File: src/rtl/pwm_mixer_sched.sv
// pwm_mixer_sched: four voice requesters feed per-channel hold registers
// through a round-robin arbiter; once per PWM period a sequencer sums the
// unmuted holds into the next duty value, and a registered comparator turns
// the active duty into a pulse-width-modulated audio bit.
module pwm_mixer_sched #(
    parameter int CHANNELS     = 4,
    parameter int SAMPLE_WIDTH = 8,
    parameter int PWM_WIDTH    = 10
) (
    input  logic                             clk,
    input  logic                             rst_n,
    input  logic                             enable,
    input  logic [CHANNELS-1:0]              req,
    input  logic [CHANNELS*SAMPLE_WIDTH-1:0] sample,
    input  logic [CHANNELS-1:0]              mute,
    output logic [CHANNELS-1:0]              ack,
    output logic                             frame,
    output logic                             pwm
);

    localparam int IDX_W = $clog2(CHANNELS);
    localparam logic [IDX_W-1:0] LAST_IDX = IDX_W'(CHANNELS - 1);

    typedef enum logic [1:0] {
        IDLE = 2'd0,
        ACC  = 2'd1,
        HOLD = 2'd2
    } state_t;

    // Capture side
    logic [SAMPLE_WIDTH-1:0] hold_q [CHANNELS];
    logic [IDX_W-1:0]        ptr_q, ptr_d;
    logic [CHANNELS-1:0]     ack_q, ack_d;
    logic [CHANNELS-1:0]     eligible;
    logic                    grant_valid;
    logic [IDX_W-1:0]        grant_idx;
    logic [IDX_W-1:0]        cand;
    logic [SAMPLE_WIDTH-1:0] grant_sample;

    // Mix and PWM side
    state_t                  state_q, state_d;
    logic [IDX_W-1:0]        idx_q, idx_d;
    logic [PWM_WIDTH-1:0]    acc_q, acc_d;
    logic [PWM_WIDTH-1:0]    next_duty_q, next_duty_d;
    logic [PWM_WIDTH-1:0]    duty_q, duty_d;
    logic [PWM_WIDTH-1:0]    cnt_q, cnt_d;
    logic [PWM_WIDTH-1:0]    mix_term;
    logic                    cnt_wrap;
    logic                    frame_q, frame_d;
    logic                    pwm_q, pwm_d;

    // Round-robin search starting at ptr_q; a channel being acknowledged this
    // cycle still holds its req, so it is masked out to avoid a double grant.
    always_comb begin
        eligible    = req & ~ack_q;
        grant_valid = 1'b0;
        grant_idx   = '0;
        cand        = '0;
        for (int k = CHANNELS - 1; k >= 0; k--) begin
            cand = ptr_q + IDX_W'(k);
            if (eligible[cand]) begin
                grant_valid = 1'b1;
                grant_idx   = cand;
            end
        end
        grant_sample = sample[grant_idx*SAMPLE_WIDTH +: SAMPLE_WIDTH];
        ack_d        = '0;
        ptr_d        = ptr_q;
        if (grant_valid) begin
            ack_d[grant_idx] = 1'b1;
            ptr_d            = grant_idx + IDX_W'(1);
        end
    end

    // Capture the granted sample and raise its ack one cycle later.
    always_ff @(posedge clk or negedge rst_n) begin
        if (!rst_n) begin
            ptr_q <= '0;
            ack_q <= '0;
            for (int i = 0; i < CHANNELS; i++) begin
                hold_q[i] <= '0;
            end
        end else begin
            ptr_q <= ptr_d;
            ack_q <= ack_d;
            if (grant_valid) begin
                hold_q[grant_idx] <= grant_sample;
            end
        end
    end

    // Mix sequencer: one channel per cycle right after the period start,
    // then park the sum until the period ends.
    always_comb begin
        state_d     = state_q;
        idx_d       = idx_q;
        acc_d       = acc_q;
        next_duty_d = next_duty_q;
        mix_term    = mute[idx_q] ? '0 : PWM_WIDTH'(hold_q[idx_q]);
        if (!enable) begin
            state_d = IDLE;
        end else begin
            case (state_q)
                IDLE: begin
                    if (cnt_q == '0) begin
                        state_d = ACC;
                        idx_d   = '0;
                        acc_d   = '0;
                    end
                end
                ACC: begin
                    acc_d = acc_q + mix_term;
                    idx_d = idx_q + IDX_W'(1);
                    if (idx_q == LAST_IDX) begin
                        state_d     = HOLD;
                        next_duty_d = acc_q + mix_term;
                    end
                end
                HOLD: begin
                    if (cnt_wrap) begin
                        state_d = IDLE;
                    end
                end
                default: state_d = IDLE;
            endcase
        end
    end

    // Period counter, duty reload at wrap and the registered output bits.
    always_comb begin
        cnt_wrap = enable && (cnt_q == '1);
        cnt_d    = enable ? cnt_q + PWM_WIDTH'(1) : '0;
        duty_d   = cnt_wrap ? next_duty_q : duty_q;
        frame_d  = enable && (cnt_q == '0);
        pwm_d    = enable && (cnt_q < duty_q);
    end

    // State registers for the mix and PWM datapath.
    always_ff @(posedge clk or negedge rst_n) begin
        if (!rst_n) begin
            state_q     <= IDLE;
            idx_q       <= '0;
            acc_q       <= '0;
            next_duty_q <= '0;
            duty_q      <= '0;
            cnt_q       <= '0;
            frame_q     <= 1'b0;
            pwm_q       <= 1'b0;
        end else begin
            state_q     <= state_d;
            idx_q       <= idx_d;
            acc_q       <= acc_d;
            next_duty_q <= next_duty_d;
            duty_q      <= duty_d;
            cnt_q       <= cnt_d;
            frame_q     <= frame_d;
            pwm_q       <= pwm_d;
        end
    end

    assign ack   = ack_q;
    assign frame = frame_q;
    assign pwm   = pwm_q;

endmodule

File: config.mk
export PLATFORM = sky130hd
export DESIGN_NAME = pwm_mixer_sched
export DESIGN_NICKNAME = d
export VERILOG_FILES = /design/src/rtl/pwm_mixer_sched.sv
export SDC_FILE = /design/constraint.sdc
export NUM_CORES = 1
export LEC_CHECK = 0
export ABC_CLOCK_PERIOD_IN_PS = 7150
export CORE_MARGIN = 5
export CORE_UTILIZATION = 55
export DETAILED_ROUTE_END_ITERATION = 7
export PLACE_DENSITY = 0.86
export SLEW_MARGIN = 20
export SYNTH_ARGS = -nofsm -noshare
export SYNTH_HDL_FRONTEND = slang
export SYNTH_SLANG_ARGS = --single-unit
File: constraint.sdc
create_clock -name clk -period 7.15 [get_ports clk]
set_clock_uncertainty 0.2 [all_clocks]
set_input_delay 1.43 -clock clk [delete_from_list [all_inputs] [get_ports clk]]
set_output_delay 1.43 -clock clk [all_outputs]
set_load 0.02 [all_outputs]
==> summary.md <==
| Metric | Value |
|---|---|
| Final Instance Area | 5260 sq um |
| Crit-path slowest cell | mux4_2 |
| Status | finished clean |
| Post-synth top flop | dfrtp_1 |
| Post-synth top area share | 0.469 |
| F_max | ~240 MHz |
| Top post-synthesis cells by area | dfrtp_1 47%, mux2_2 8.3%, ha_1 6.7%, mux2i_1 5.6%, mux4_2 4.0% |
| Worst Slack Setup Final | between 2 and 3 ns |
| WS Path Type | in2reg |
| Die extent in x | 100 um |
| Num ports | 49 |
| Synth area leader | dfrtp_1 |
| Cell family with most CP delay | compound AO/OA/AOI/OAI gates |
| Number of remaining DRC errors | 0 |
| CTS H-tree lvls | 3 |
| Leakage power | around 2.4 nW |
| CTS tree | yes |
| Final setup viols | 0 |
| Die height | around 100 um |
| Tightest Pin Transition | 0.748 ns |
| Commonest non-fill, non-tap cells in the layout | 84 x dfrtp_1, 47 x clkdlybuf4s50_1, 36 x nand2_1 |
| Synth Register Bits | between 80 and 90 |
| Grt total ovfl | 0 |
| N_diodes | 0 |
| Placed Area | between 5000 and 6000 sq um |
| Share of layout cells above drive strength 1 | 0.163 |
| Post-Route WL | a little under 9000 um |
| Internal power | 1.25 mW |
| Net count of the mapped netlist | around 460 |
| Combinational power share | 0.429 |
| Hold Buf Count CTS | 0 |
| Post-synth cell types | 55 |
| WP buf/inv | 2 |
| Vias per cell | between 5 and 6 |
| Net Switching | around 0.67 mW |
| Final net count | between 500 and 600 |
| CP startpoint kind | input pin |
| Area growth from synthesis to layout | 17.4% |
| Gr usage total | 0.192 |
| Peak supply drop | around 0.16 mV |
| Die area | about 10000 sq um |
| Tcrit/Tclk final | 0.581 |
| 1st-iter DRT viols | ~180 |
| Synth Instances | 396 |
| Post-CTS resize count | 0 |
| Final Max Slew Viols | 0 |
| CTS Buffer Depth | 2 |
| Post-layout power | around 1.9 mW |
| Synthesis Warnings | 0 |
| CTS root buf | clkbuf_8 |
| Pwr dens | between 300 and 400 nW/um^2 |
| Most frequent CP cell | o21ai_1 |
| Footprint of the multi-input gates | between 2000 and 2500 sq um |
| Antenna violations before repair | 0 |
| DP HPWL | 6580 um |
| Port bufs | 48 |
| Initial core utilization | 0.553 |
| Global-route wire length before repair | 15400 um |
| Routed WL per cell | roughly 16 um |
| Endpoints failing hold | 0 |
| Drt pass-1 iters | 4 |
| Pin count of the biggest net entering global routing | 85 |
| # fillers | between 600 and 700 |
| Setup Buffers After CTS | 0 |
| Post-Syn Area per Cell | ~11 sq um |
| Crit end category | flip-flop |
| Most common cell after layout, fill and taps aside | dfrtp_1 |
| Sw Share | 0.348 |
| Relative slew slack | 0.500 |
| Worst-path maximum fanout | 8 |
| Pre-CTS setup slack | 2.69 ns |
| Post-synthesis sequential area ratio | 0.469 |
| Clock network power share | 0.195 |
| Crit-path cells | clkdlybuf4s50_1 > mux4_2 > a211o_1 > inv_2 > ha_1 > a21o_1 > a21oi_1 > o21ai_1 > a41oi_1 > xor2_1 > o21ai_1 |
| WP data arrival | around 4.2 ns |
| Slowest stage delay, CP | between 0.5 and 0.6 ns |
| Tmin final | 4.16 ns |
| Antenna-violating nets left | 0 |
| CTS clk-pin slew, worst paths | about 0.08 ns |
| Row cnt | 33 |
| Clk Latency, worst-skew pair | between 0.3 and 0.4 ns |
| TNS Setup | 0 ns |
| Core area | 8090 sq um |
| Vias in the first global route | 3175 |
| Post-Syn Area | 4480 sq um |
| Part of the power in registers | 0.377 |
| CP required | between 7 and 8 ns |
| RSZ-0062 raised after global routing | false |
| Worst hold path type | reg2reg |
| Total number of vias | 3106 |
| Post-synth ARST share | 1.00 |
| Max-cap violations | 0 |
| Clk sinks | 84 |
| Storage cell area | 2100 sq um |
| Cts bufs inserted | 9 |
| GPL Wtd Cong | a little under 0.9 |
| Number of flops mapped to enable cells by yosys | 0 |
-- metal layers --
layer | vias to the layer above | track usage | wire length [um]
met4 | 0 | 0.0642 | 158
met2 | 57 | 0.323 | 4600
li1 | 1495 | - | -
met1 | 1533 | 0.253 | 3910
met3 | 21 | 0.0327 | 261
met5 | - | 0 | 0
-- registers in the layout (all words and copies together), names as in the netlist --
signal	count
acc_q	10
ack	4
cnt_q	10
duty_q	10
frame	1
hold_q	32
idx_q	2
next_duty_q	10
ptr_q	2
pwm	1
state_q	2
-- layout make-up --
type / count / share of cell area
flip-flops and latches: 84 / 0.400
repair buffers: 48 / 0.0916
clock buffers: 11 / 0.0269
multi-input cells: 277 / 0.423
well taps: 105 / 0.0250
inverters: 24 / 0.0171
clock inverters: 5 / 0.0162
-- kinds of logic after synthesis --
family	after synthesis	synth area share
multiplexers	71	0.192
adder cells (fa/ha/maj)	25	0.0715
flip-flops	84	0.469
AO/OA/AOI/OAI	62	0.0866
buffers and inverters	35	0.0366
XOR/XNOR	14	0.0274
AND/OR/NAND/NOR	105	0.117
-- stage by stage --
step | utilization | cells | hold WS (ns)
detailed placement | 0.620 | 538 | 0.271
global placement | 0.620 | 538 | 0.265
CTS | 0.648 | 554 | 0.295
floorplan | - | 396 | 0.245
global route | 0.650 | 554 | 0.321
finish | 0.650 | 554 | 0.293
-- worst register-to-register path, stage by stage (launching register included) --
cell	delay, ns
dfrtp_1	0.80
mux4_2	0.69
a211o_1	0.31
inv_2	0.06
ha_1	0.22
a21o_1	0.15
a21oi_1	0.27
o21ai_1	0.13
a41oi_1	0.36
xor2_1	0.22
o21ai_1	0.07
-- Yosys cell counts (all sizes together), types with 3 or more instances --
| master | n |
|---|---|
| inv | 24 |
| mux4 | 8 |
| nand3 | 10 |
| nand4 | 3 |
| xnor2 | 5 |
| or3 | 3 |
| nand2b | 5 |
| buf | 6 |
| clkbuf | 5 |
| xor2 | 9 |
| dfrtp | 84 |
| nor2 | 22 |
| mux2 | 38 |
| ha | 24 |
| mux2i | 25 |
| nor3 | 5 |
| a21oi | 9 |
| o21ai | 32 |
| nor2b | 11 |
| o21a | 4 |
| nand2 | 36 |
-- worst paths after layout --
kind	start	to	slack (ns)	cells past startpoint
worst max-delay path	mute[3]	next_duty_q[9]	2.99	11
worst min-delay path	acc_q[3]	acc_q[3]	0.29	2
worst max register to register	idx_q[0]	next_duty_q[9]	3.55	10
worst min register to register	acc_q[3]	acc_q[3]	0.29	2
max in group asynchronous	rst_n	next_duty_q[1]	5.31	1
min in group asynchronous	rst_n	hold_q[4]	0.89	1
-- power by group through the flow --
stage               Combinational (mW)  Sequential (mW)  Clock, mW
floorplan                        0.658            0.697          0
global placement                 0.785            0.721          0
detailed placement               0.817            0.731          0
CTS                              0.828            0.723      0.379
global route                     0.909            0.742      0.400
finish                           0.823            0.723      0.374
Power figures use the tool's default switching activity.
